**src/rtl/alu_pkg.sv**
```systemverilog
// Shared ALU types: add/sub op encoding and the
// two's-complement signed overflow helper.
package alu_pkg;

  typedef logic op_t;

  localparam op_t OP_ADD = 1'b0;
  localparam op_t OP_SUB = 1'b1;

  function automatic logic ovf_flag(
    input logic a_msb,
    input logic b_msb,
    input logic s_msb
  );
    return (a_msb ~^ b_msb) & (s_msb ^ a_msb);
  endfunction

endpackage

```
**src/rtl/add_slice.sv**
```systemverilog
// W-bit combinational ripple-carry full-adder chain.
// Ports: a, b (W), ci -> s (W), co.
module add_slice #(
  parameter int W = 4
) (
  input  logic [W-1:0] a,
  input  logic [W-1:0] b,
  input  logic         ci,
  output logic [W-1:0] s,
  output logic         co
);

  logic [W:0] c;

  always_comb begin
    c    = '0;
    s    = '0;
    c[0] = ci;
    for (int i = 0; i < W; i++) begin
      s[i]   = a[i] ^ b[i] ^ c[i];
      c[i+1] = (a[i] & b[i]) | (c[i] & (a[i] ^ b[i]));
    end
  end

  assign co = c[W];

endmodule

```
**src/rtl/pipelined_add_sub.sv**
```systemverilog
// N-bit add/sub in STAGES registered carry segments, valid/ready both sides.
// Ports: clk, rst_n, in_valid/in_ready, a, b, cin, op, out_valid/out_ready,
// sum, cout, ovf. Macro PIPELINED_ADD_SUB_SATURATE_EN clamps sum on ovf.
module pipelined_add_sub
  import alu_pkg::*;
#(
  parameter int N      = 8,
  parameter int STAGES = 2
) (
  input  logic         clk,
  input  logic         rst_n,
  input  logic         in_valid,
  output logic         in_ready,
  input  logic [N-1:0] a,
  input  logic [N-1:0] b,
  input  logic         cin,
  input  op_t          op,
  output logic         out_valid,
  input  logic         out_ready,
  output logic [N-1:0] sum,
  output logic         cout,
  output logic         ovf
);

  localparam int W = N / STAGES;
  localparam int L = STAGES - 1;

  if (STAGES < 1 || STAGES > N) begin : g_bad_stages
    $error("STAGES must be in 1..N");
  end
  if (N % STAGES != 0) begin : g_bad_split
    $error("N must be a multiple of STAGES");
  end

  logic              advance;
  logic [N-1:0]      b_eff;
  logic              c_eff;

  logic [STAGES-1:0] v_q;
  logic [STAGES-1:0] c_q;
  logic [N-1:0]      a_q [STAGES];
  logic [N-1:0]      b_q [STAGES];
  logic [N-1:0]      s_q [STAGES];
  logic              ovf_q;

  logic [STAGES-1:0] src_v;
  logic [STAGES-1:0] src_c;
  logic [N-1:0]      src_a [STAGES];
  logic [N-1:0]      src_b [STAGES];
  logic [N-1:0]      src_s [STAGES];

  logic [W-1:0]      sl_s [STAGES];
  logic [STAGES-1:0] sl_co;

  logic [N-1:0]      s_d [STAGES];
  logic              ovf_d;

  assign advance   = !v_q[L] | out_ready;
  assign in_ready  = advance;
  assign out_valid = v_q[L];
  assign sum       = s_q[L];
  assign cout      = c_q[L];
  assign ovf       = ovf_q;

  // SUB is a + ~b + 1, so cin is replaced by the forced 1.
  always_comb begin
    b_eff = b;
    c_eff = cin;
    unique case (op)
      OP_ADD: begin
        b_eff = b;
        c_eff = cin;
      end
      OP_SUB: begin
        b_eff = ~b;
        c_eff = 1'b1;
      end
      default: begin
        b_eff = b;
        c_eff = cin;
      end
    endcase
  end

  // Stage 0 reads the port, later stages read the previous rank.
  always_comb begin
    src_v    = '0;
    src_c    = '0;
    src_v[0] = in_valid;
    src_c[0] = c_eff;
    src_a[0] = a;
    src_b[0] = b_eff;
    src_s[0] = '0;
    for (int k = 1; k < STAGES; k++) begin
      src_v[k] = v_q[k-1];
      src_c[k] = c_q[k-1];
      src_a[k] = a_q[k-1];
      src_b[k] = b_q[k-1];
      src_s[k] = s_q[k-1];
    end
  end

  for (genvar g = 0; g < STAGES; g++) begin : g_seg
    add_slice #(
      .W (W)
    ) u_slice (
      .a  (src_a[g][g*W +: W]),
      .b  (src_b[g][g*W +: W]),
      .ci (src_c[g]),
      .s  (sl_s[g]),
      .co (sl_co[g])
    );
  end

  // Merge each new slice into the skewed partial sum.
  always_comb begin
    for (int k = 0; k < STAGES; k++) begin
      s_d[k]            = src_s[k];
      s_d[k][k*W +: W]  = sl_s[k];
    end
    ovf_d = ovf_flag(src_a[L][N-1],
                     src_b[L][N-1],
                     s_d[L][N-1]);
`ifdef PIPELINED_ADD_SUB_SATURATE_EN
    // Sign of a tells which rail the true result overran.
    if (ovf_d) begin
      if (src_a[L][N-1]) begin
        s_d[L] = {1'b1, {(N-1){1'b0}}};
      end else begin
        s_d[L] = {1'b0, {(N-1){1'b1}}};
      end
    end
`endif
  end

  always_ff @(posedge clk or negedge rst_n) begin
    if (!rst_n) begin
      v_q   <= '0;
      c_q   <= '0;
      ovf_q <= 1'b0;
      for (int k = 0; k < STAGES; k++) begin
        a_q[k] <= '0;
        b_q[k] <= '0;
        s_q[k] <= '0;
      end
    end else if (advance) begin
      v_q   <= src_v;
      c_q   <= sl_co;
      ovf_q <= ovf_d;
      for (int k = 0; k < STAGES; k++) begin
        a_q[k] <= src_a[k];
        b_q[k] <= src_b[k];
        s_q[k] <= s_d[k];
      end
    end
  end

  // Skew ranks carry whole words; only some bits are consumed downstream.
  logic unused_q;
  always_comb begin
    unused_q = 1'b0;
    for (int k = 0; k < STAGES; k++) begin
      unused_q = unused_q ^ (^a_q[k]) ^ (^b_q[k]) ^ (^s_q[k]);
    end
  end

endmodule

```
**config.mk**
```make
export PLATFORM = sky130hd
export DESIGN_NAME = pipelined_add_sub
export DESIGN_NICKNAME = d
export VERILOG_FILES = /design/src/rtl/alu_pkg.sv /design/src/rtl/add_slice.sv /design/src/rtl/pipelined_add_sub.sv
export SDC_FILE = /design/constraint.sdc
export NUM_CORES = 1
export LEC_CHECK = 0
export ABC_AREA = 1
export CAP_MARGIN = 20
export CELL_PAD_IN_SITES_DETAIL_PLACEMENT = 1
export CELL_PAD_IN_SITES_GLOBAL_PLACEMENT = 1
export CORE_AREA = 5 5 77 79
export DETAILED_ROUTE_END_ITERATION = 10
export DIE_AREA = 0 0 82 84
export PLACE_DENSITY_LB_ADDON = 0.15
export SYNTH_ARGS = -nofsm -noshare
export SYNTH_HDL_FRONTEND = slang
export SYNTH_SLANG_ARGS = --single-unit
```
**constraint.sdc**
```tcl
create_clock -name clk -period 4.8 [get_ports clk]
set_clock_uncertainty 0.15 [all_clocks]
set_input_delay 0.96 -clock clk [delete_from_list [all_inputs] [get_ports clk]]
set_output_delay 0.96 -clock clk [all_outputs]
set_load 0.02 [all_outputs]
```
==> qor.yml <==
clock_network:
  cts_root_buffer: "clkbuf_8"
  htree_levels: 1
  post_cts_resized: 0
  cts_tree: "yes"
  post_cts_buffers: 0
  clk_pin_slew_ns: 0.09
  clk_latency_ns: 0.27
  hold_buffers: 0
  clkSinkCount: 25
  clock_path_buffers: 2
  cts_buffers: 3
finish:
  final_nets: 202
  fin_cells: 242
  multiInputGateArea_sq_um: 526
  drive_above_1_share: 0.0647
  synthToLayoutAreaGrowth_pct: 37.1
  regArea_sq_um: 626
  antenna_cells: 0
  post-route-cell-area_sq_mm: 0.00172
  fillers: 653
setup_path:
  crit_chain: "clkdlybuf4s50_1 -> xnor2_1 -> fa_1 -> inv_1 -> fa_1 -> inv_1 -> fa_1 -> inv_1 -> fa_1 -> nand2_1 -> nand2_1"
  crit_path_frequent_cell: "fa_1"
  startpoint: "op"
  worstPathArrival_ns: 3.53
  cp-start-kind: "primary input"
  critPathSlowestCell: "clkdlybuf4s50_1"
  worstPathMaxFanout: 12
  critPathKind: "in2reg"
  critPathBufInv: 4
  reg2reg_depth: 10
  r2r-end: "ovf$_DFFE_PN0P_"
  slowest_delay_ns: 0.74
  r2r_start: "a_q[12]$_DFFE_PN0P_"
  rrSetupSlack_ns: 2.30
  crit_family: "adder cells"
  crit_required_ns: 4.82
  endpoint_kind: "register"
logic_synthesis:
  synth_seq_cells: 25
  syn_avg_cell_area_sq_um: 9.25
  synth-xor-area-share: 0.0348
  yosysTopAreaCell: "dfrtp_1"
  yosysTopAreaCellShare: 0.498
  synth_compound_area_frac: 0.0478
  synth.distinct_cells: 17
  synth_area_leaders: "dfrtp_1, nand2_1, fa_1"
  yosys_warnings: 0
  seq_area_frac_synth: 0.498
  synth_area_sq_mm: 0.00126
  synthMuxAreaShare: 0
  synth_top_family_by_area: "simple AND/OR/NAND/NOR gates"
  yosys.area_share.simple: 0.198
  syn_nets: 167
  synth_fa_ha_area_frac: 0.137
  synth_cells: 136
timing:
  fin_setup_tns_ns: 0
  setup_viol: 0
  worst_slew_pin_slew_ns: 0.545
  layout_min_cycle_time_ns: 3.51
  whs_ns: 0.312
  drv_slew: 0
  grt_setup_unrepaired: "false"
  fin_crit_sh: 0.731
  hold_viol_final: 0
  max_freq_mhz: 285
  slew-limit-headroom: 0.636
  setup_ws_ns: 1.29
detailed_routing:
  drtIter0Drc: 26
  vias: 929
  avgViaCountPerCell: 3.84
  route.detailed.wl_per_inst_um: 11.6
  antenna_left: 0
  drc: 0
  drt_wl_total_um: 2800
  dr.pass1.iters: 2
die:
  rows: 27
  coreArea_sq_mm: 0.00527
  die_w_um: 82
  die_h_um: 84
  ios: 34
  dieArea_sq_mm: 0.00689
  initial_utilization: 0.239
global_route:
  antenna_found_initial: 0
  grt_max_degree: 26
  overflow: 0
  first_global_vias: 1098
  gr-usage-all-layers: 0.0916
  grt_pass1_wl_um: 4910
pwr:
  p_leak_nw: 0.824
  power_density_mw_per_mm2: 395
  ir_drop_mv: 0.107
worst_hold_path:
  hold_depth: 2
  hp-start: "v_q[0]$_DFFE_PN0P_"
  worstHoldEndpoint: "v_q[1]$_DFFE_PN0P_"
  hp-class: "reg2reg"
placed_design:
  place_congestion: 0.697
  place_inst: 238
  dp_slack_ns: 0.980
  io_buffers: 33
  place_area_sq_mm: 0.00168
  dp_hpwl_um: 2220
outcome:
  outcome: "completed"
flow_run:
  cap_violations: 0
-- cell usage in the layout, fill, tap and decap left out, drive strengths merged --
cell type	instances
ha	1
xor2	2
xnor2	3
nor2	3
inv	19
or2	2
nand3	4
nand2	52
o21ai	12
clkbuf	3
buf	2
fa	8
dfrtp	25
clkdlybuf4s50	33
clkinv	1
-- final cells by class --
class | instances | share of cell area
Tap cell | 72 | 0.0522
Timing Repair Buffer | 35 | 0.212
Sequential cell | 25 | 0.363
Multi-Input combinational cell | 87 | 0.305
Clock inverter | 1 | 0.00290
Inverter | 19 | 0.0414
Clock buffer | 3 | 0.0239
-- worst min-delay path, delay by kind of cell, from the launching register on --
kind	cells	cell delay, ns
buf+inv	1	0.05
flops	1	0.33
simple gates	1	0.06
-- metal layers --
layer  routed length (um)  global-route usage  share of wire  vias to the layer above
met5                    0                   0              0                        -
li1                     -                   -              -                      468
met2                 1410               0.152           0.50                       25
met4                   20              0.0408         0.0071                        0
met3                   97              0.0140          0.035                        4
met1                 1270               0.115           0.45                      432
-- cell usage after synthesis, drive strengths merged --
cell    n
nand2  52
xor2    2
buf     5
inv    19
nand3   4
fa      8
o21ai  12
dfrtp  25
or2     2
nor2    3
ha      1
xnor2   3
-- how the worst max path moves through the flow --
stage	end	slack, ns	cells past startpoint
6_report	s_d[3]$_DFFE_PN0P_	1.29	11
5_1_grt	s_d[3]$_DFFE_PN0P_	1.09	11
4_1_cts	s_d[3]$_DFFE_PN0P_	1.28	11
3_5_place_dp	s_d[3]$_DFFE_PN0P_	0.98	11
3_3_place_gp	s_d[3]$_DFFE_PN0P_	1.07	11
2_1_floorplan	s_d[3]$_DFFE_PN0P_	1.71	11
-- report_power, final --
| part | total, mW | switching [mW] | internal (mW) | leakage (nW) |
|---|---|---|---|---|
| combinational | 0.260 | 0.135 | 0.124 | 0.498 |
| sequential | 0.297 | 0.0307 | 0.266 | 0.300 |
| clock | 0.125 | 0.0669 | 0.0580 | 0.0255 |
-- flip-flops by register name (all words and copies together) (netlist names) --
signal  cells
sum         8
a_q         4
b_q         4
s_d         4
c_q         2
v_q         2
ovf         1
-- logic make-up (layout without fill, tap and decap cells) --
group                      count (synthesis)  after routing
AOI/OAI and AO/OA                         12             12
buffers and inverters                     24             58
DFF                                       25             25
xor gates and xnor gates                   5              5
adders and majority gates                  9              9
and+or+nand+nor                           61             61
-- through the flow --
stage	power, mW	utilization
5_1_grt	0.733	0.327
4_1_cts	0.700	0.327
6_report	0.681	0.327
3_3_place_gp	0.559	0.313
2_1_floorplan	0.442	-
3_5_place_dp	0.570	0.318
Power figures use the tool's default switching activity.
